<file path="src/rtl/imm_gen_pipe.sv">
`default_nettype none
// +---------------------------------------------------------------------------+
// | imm_gen_pipe: RV immediate extraction/extension behind a valid/ready skid |
// | Revision: 1.0                                                             |
// +---------------------------------------------------------------------------+
module imm_gen_pipe #(
  parameter int XLEN = 32,
  parameter int SKID = 1
) (
  input  logic            clock,
  input  logic            reset,
  input  logic            in_valid,
  output logic            in_ready,
  input  logic [31:0]     cod,
  input  logic [3:0]      ext_sel,
  output logic            out_valid,
  input  logic            out_ready,
  output logic [XLEN-1:0] imm,
  output logic            imm_err
);

  typedef enum logic [1:0] {
    EMPTY = 2'd0,
    ONE   = 2'd1,
    TWO   = 2'd2
  } state_t;

  state_t state;
  state_t state_nxt;

  logic [31:0]     imm32;
  logic            sign_ext;
  logic [63:0]     imm64;
  logic [XLEN-1:0] new_imm;
  logic            new_err;

  logic [XLEN-1:0] slot0_imm;
  logic            slot0_err;
  logic [XLEN-1:0] slot1_imm;
  logic            slot1_err;

  logic push;
  logic pop;

  // Every format is first formed at 32 bits, then widened uniformly to XLEN.
  always_comb begin
    imm32    = 32'd0;
    sign_ext = 1'b0;
    new_err  = 1'b0;
    case (ext_sel)
      4'd0: begin imm32 = {{20{cod[31]}}, cod[31:20]};                              sign_ext = 1'b1; end
      4'd1: begin imm32 = {{20{cod[31]}}, cod[31:25], cod[11:7]};                   sign_ext = 1'b1; end
      4'd2: begin imm32 = {{19{cod[31]}}, cod[31], cod[7], cod[30:25], cod[11:8], 1'b0}; sign_ext = 1'b1; end
      4'd3: begin imm32 = {cod[31:12], 12'b0};                                       sign_ext = 1'b1; end
      4'd4: begin imm32 = {{11{cod[31]}}, cod[31], cod[19:12], cod[20], cod[30:21], 1'b0}; sign_ext = 1'b1; end
      4'd5: imm32 = (XLEN == 64) ? {26'd0, cod[25:20]} : {27'd0, cod[24:20]};
      4'd6: imm32 = {27'd0, cod[19:15]};
      default: new_err = 1'b1;
    endcase
  end

  assign imm64   = {{32{sign_ext & imm32[31]}}, imm32};
  assign new_imm = imm64[XLEN-1:0];

  generate
    if (SKID != 0) begin : g_skid
      assign in_ready = (state != TWO);
    end else begin : g_single
      assign in_ready = (state == EMPTY) || out_ready;
    end
  endgenerate

  assign out_valid = (state != EMPTY);
  assign push      = in_valid && in_ready;
  assign pop       = out_valid && out_ready;
  assign imm       = slot0_imm;
  assign imm_err   = slot0_err;

  always_ff @(posedge clock or posedge reset) begin
    if (reset) state <= EMPTY;
    else       state <= state_nxt;
  end

  always_comb begin
    state_nxt = state;
    case (state)
      EMPTY: if (push) state_nxt = ONE;
      ONE: begin
        if (push && !pop)      state_nxt = (SKID != 0) ? TWO : ONE;
        else if (!push && pop) state_nxt = EMPTY;
      end
      TWO:     if (pop) state_nxt = ONE;
      default: state_nxt = EMPTY;
    endcase
  end

  // slot0 is always the head; slot1 only ever holds the word behind it.
  always_ff @(posedge clock or posedge reset) begin
    if (reset) begin
      slot0_imm <= '0;
      slot0_err <= 1'b0;
      slot1_imm <= '0;
      slot1_err <= 1'b0;
    end else begin
      case (state)
        EMPTY: begin
          if (push) begin
            slot0_imm <= new_imm;
            slot0_err <= new_err;
          end
        end
        ONE: begin
          if (push && pop) begin
            slot0_imm <= new_imm;
            slot0_err <= new_err;
          end else if (push) begin
            slot1_imm <= new_imm;
            slot1_err <= new_err;
          end
        end
        TWO: begin
          if (pop) begin
            slot0_imm <= slot1_imm;
            slot0_err <= slot1_err;
          end
        end
        default: ;
      endcase
    end
  end

endmodule
`default_nettype wire

</file>
<file path="config.mk">
export PLATFORM = sky130hd
export DESIGN_NAME = imm_gen_pipe
export DESIGN_NICKNAME = d
export VERILOG_FILES = /design/src/rtl/imm_gen_pipe.sv
export SDC_FILE = /design/constraint.sdc
export NUM_CORES = 1
export LEC_CHECK = 0
export CAP_MARGIN = 30
export CELL_PAD_IN_SITES_DETAIL_PLACEMENT = 1
export CELL_PAD_IN_SITES_GLOBAL_PLACEMENT = 2
export CORE_MARGIN = 3
export CORE_UTILIZATION = 30
export DETAILED_ROUTE_END_ITERATION = 12
export GPL_TIMING_DRIVEN = 0
export HOLD_SLACK_MARGIN = 0.02
export PLACE_DENSITY = 0.76
export SLEW_MARGIN = 20
export SYNTH_ARGS = -nofsm -noshare
export SYNTH_HDL_FRONTEND = slang
export SYNTH_SLANG_ARGS = --single-unit
</file>
<file path="constraint.sdc">
create_clock -name clock -period 3.3 [get_ports clock]
set_clock_uncertainty 0.15 [all_clocks]
set_input_delay 0.99 -clock clock [delete_from_list [all_inputs] [get_ports clock]]
set_output_delay 0.99 -clock clock [all_outputs]
set_load 0.005 [all_outputs]
</file>
Word level (Yosys, flattened, before mapping)

Cells that the tools add are included.

Register bits after elaboration: 68

Eq/ne operators: 13
Mux-type cells: 15
Bitwise logic cells: 1
Reductions and logical operators: 15

Operators by type and width:

| cell                                                             | count |
|---|---|
| 32-bit case mux with 7 select lines                              | 1 |
| 32-bit two-way mux                                               | 3 |
| 32-bit case mux with 3 select lines                              | 1 |
| 4-bit by 3-bit == test with 1-bit output (second input constant) | 3 |
| 4-bit by 2-bit == test with 1-bit output (second input constant) | 2 |
| 2-bit two-way mux                                                | 4 |
| 2-bit != test (second input constant)                            | 4 |
| 7-bit OR reduction                                               | 1 |
| 2-bit case mux with 3 select lines                               | 1 |
| 3-bit AND reduction                                              | 2 |
| 1-bit logical AND                                                | 5 |
| 4-bit by 1-bit == test with 1-bit output (second input constant) | 1 |
| 4-bit zero test                                                  | 1 |
| 1-bit two-way mux                                                | 4 |
| 4-bit AND reduction                                              | 1 |
| 3-bit != test (second input constant)                            | 1 |
| 1-bit case mux with 3 select lines                               | 1 |
| 3-bit nonzero test                                               | 1 |
| 2-bit by 1-bit == test with 1-bit output (second input constant) | 1 |
| 2-bit == test (second input constant)                            | 1 |
| 1-bit zero test                                                  | 2 |
| 2-bit zero test                                                  | 1 |
| 2-bit nonzero test                                               | 1 |
| 1-bit inverter                                                   | 1 |

Logic depth before layout (Yosys ltp)

Depth in word-level cells: 7
Depth in mapped cells: 11
Gate-level depth less buffers: 8

Worst setup path after synthesis

OpenSTA, ideal clock, no wires.

Kind: input port to flip-flop
Start: input in_valid
End: register slot0_imm[16], in the netlist imm[16]
Setup time: 0.126 ns
Arrival time: 2.234 ns
Data required time: 3.024 ns
Slack: 0.790 ns
Cell stages on the path: 7
Path buffers: 1
Cell sequence: and2_1 > ha_1 > mux2i_1 > o21ai_1 > buf_2 > and3_1 > a221o_1

Word-level cells in the longest chain between the ends: 4
Elaborated cells between the ends (all ways): 5
Classes of those cells: 2 x eq/ne; 3 x reduce/logical

Ends and longest elaborated chain:

| element                                | line | text |
|---|---|---|
| from (decl)                            | 12   | `input logic in_valid,` |
| 1-bit logical AND *                    | 74   | `assign push = in_valid && in_ready;` |
| 1-bit logical AND                      | 113  | `if (push && pop) begin` |
| 2-bit != test (no source line)         | n/a  |  |
| 4-bit AND reduction (no source line) * | n/a  |  |
| to (signal assigned)                   | 108  | `slot0_imm <= new_imm;` |
| to (signal assigned)                   | 114  | `slot0_imm <= new_imm;` |
| to (signal assigned)                   | 123  | `slot0_imm <= slot1_imm;` |
| to (decl)                              | 37   | `logic [XLEN-1:0] slot0_imm;` |

Every way passes the cells marked *; elsewhere a longest branch is shown, timed or not.
A chain may end at the register's enable or synchronous reset.

Final worst setup path

Start: register state[1]
End: output in_ready

Word-level cells in the longest chain between the ends: 1

Ends and longest elaborated chain:

| element                | line | text |
|---|---|---|
| from (decl)            | 28   | `state_t state;` |
| from (signal assigned) | 81   | `else state <= state_nxt;` |
| 2-bit != test          | 67   | `assign in_ready = (state != TWO);` |
| to (decl)              | 13   | `output logic in_ready,` |

No other way between the ends.

==> run summary <==
Critical Path Fanout Max: 12
Worst-margin pin slew: 0.645 ns
Via density: 5.26
Antenna violations before repair: 0
Cells after Synth: 395
I/O Buffers: 66
WL met2: 5.57 mm
Largest net degree at the start of global routing: 43
Reg-to-reg slack, setup: 0.28 ns
Core Region: 11100 um2
Final Hold Fails: 0
Final #Nets: 514
Vias in the first global route: 3549
H-tree Lvls: 3
FMAX: 322 MHz
Synth-to-Final Area Change: 33.5%
WL final: 11.9 mm
Area leader, netlist: dfrtp_1
Commonest cells post-synth: 68 x a21oi_1, 68 x dfrtp_1, 48 x nand2_1
Initial detailed-routing violation count: 144
DIE AREA: 13100 um2
Max-slew headroom: 57.0%
Number of synthesized flops with an enable pin: 0
Setup-failing EPs final: 0
Synth Area per Inst: 8.90 um2
Via Count: 3245
CTS tree: built
Hold WS: 0.313 ns
RSZ-0062 raised after global routing: no
Arrival time worst endpoint: 1.97 ns
Fin worst setup slack: 0.195 ns
Final period util: 94.1%
Die height: 114 um
Net Count, Synth: 437
Status: finished, final reports clean
Sequential-to-total area share from yosys stat: 48.4%
Element type at the critical path start: register
Largest cells by area after synthesis: dfrtp_1 48%, a21oi_1 9.7%, a21o_1 5.3%
Hold Buf Count CTS: 0
Top cell type's share of synthesized area: 48.4%
Tmin final: 3.11 ns
Drt first pass iters: 4
Clock sink count: 68
Final GP Congestion: 0.789
First-pass GRT wire length: 19.4 mm
Avg WL per Cell: 19.2 um
Leakage: 2.09 nW
CTS Buffer Depth: 2
Async SR Flop Fraction: 100%
#FFs+latches synth: 68
Row count: 38
Diodes inserted: 0
Post-layout util: 42.2%
Worst skew pair latency: 0.35 ns
Worst-case vdd ir drop: 371 uV
Met1 Wirelength: 5.65 mm
Filler cell count: 1293
Routed Antenna Nets: 0
Initial Utilization: 31.6%
Worst min path class: register to register
Synth warnings: 0
TNS Setup: 0 ns
Max Cap Viol: 0
Worst slack at placement: -0.00988 ns
Layout cells sized above 1: 9.22%
Setup Crit Path Kind: register to primary output
Drc violations: 0
Clk slew on worst S/H paths: 0.06 ns
Met3 WL: 496 um
Post-Syn Area: 3520 um2
Root Buffer: clkbuf_16
PD cells: 876 nW/um2
Synth cell types: 40
Io pins: 75
CTS buffer count: 9
Crit end category: primary output
Slew Limit Fails: 0
Chip width: 114 um
GRT Util Overall: 19.5%
Worst EP required: 2.16 ns
Grt total ovfl: 0
Hpwl dp: 8.65 mm
Max layer used: met4
Main synth FF type: dfrtp_1
-- sequential cells by signal, summed over array words and instances (netlist names) --
signal	flops
slot1_err	1
state	2
slot1_imm	32
imm	32
imm_err	1
-- metrics by stage --
step	cell area (um2)	power, mW	cells
final	4700	4.12	617
after global routing	4700	4.43	617
after CTS	4700	4.18	617
after detailed placement	4380	3.11	602
after global placement	4350	3.05	601
after floorplan	3520	2.26	395
-- power breakdown --
group          switching, mW  internal [mW]
registers              0.228           1.24
logic                  0.800          0.799
clock network          0.389          0.658
total                   1.42           2.70
-- critical path, stage by stage (launching register included) --
cell	delay (ns)
dfrtp_1	0.45
nor2b_1	0.21
inv_1	0.37
clkdlybuf4s50_1	0.59
-- layout make-up --
type	count	area, um2	area share (%)
Sequential cell	68	1700	36.2
Multi-Input combinational cell	290	1650	35.2
Timing Repair Buffer	67	688	14.7
Clock buffer	9	225	4.79
Tap cell	140	175	3.73
Buffer	32	145	3.09
Clock inverter	7	91.3	1.94
Inverter	4	17.5	0.373
-- path summary, 6_finish.rpt --
check | from | end | cells after the start
worst max-delay path | state[1] | in_ready | 3
worst min-delay path | slot1_imm[1] | slot1_imm[1] | 2
worst max register to register | state[1] | state[1] | 8
worst min register to register | slot1_imm[1] | slot1_imm[1] | 2
max in group asynchronous | reset | slot1_imm[23] | 3
min in group asynchronous | reset | imm[6] | 2
-- timing repair --
item	CTS	global route
gates resized for setup	0	2
buffers inserted	0	0
setup endpoints to repair	1	9
-- placed cells by master, fill, tap and decap left out, types with 4 or more instances in the layout --
cell type	instances
clkbuf_1	17
o21ai_0	28
a221o_1	4
mux2_2	5
nand2_1	48
a31oi_1	7
clkbuf_16	9
mux2i_1	6
a21oi_1	68
dfrtp_1	68
nor2b_1	4
nor2_1	33
o211ai_1	4
a21o_1	25
buf_2	10
and2_1	7
and3_1	6
a211oi_1	5
clkdlybuf4s50_1	66
or2_2	5
o22ai_1	5
nand3b_1	7
-- logic make-up after synthesis --
family	share of synthesized area (%)
buffers and inverters	4.62
AOI/OAI and AO/OA	26.5
muxes	3.31
and+or+nand+nor	16.2
adders and majority gates	0.996
DFF	48.4
-- layer usage --
metal | vias to the layer above | track usage (%)
met1 | 1624 | 25.8
met5 | - | 0
met4 | 0 | 4.91
met3 | 13 | 5.34
met2 | 64 | 31.7
li1 | 1544 | -
Power figures use the tool's default switching activity.
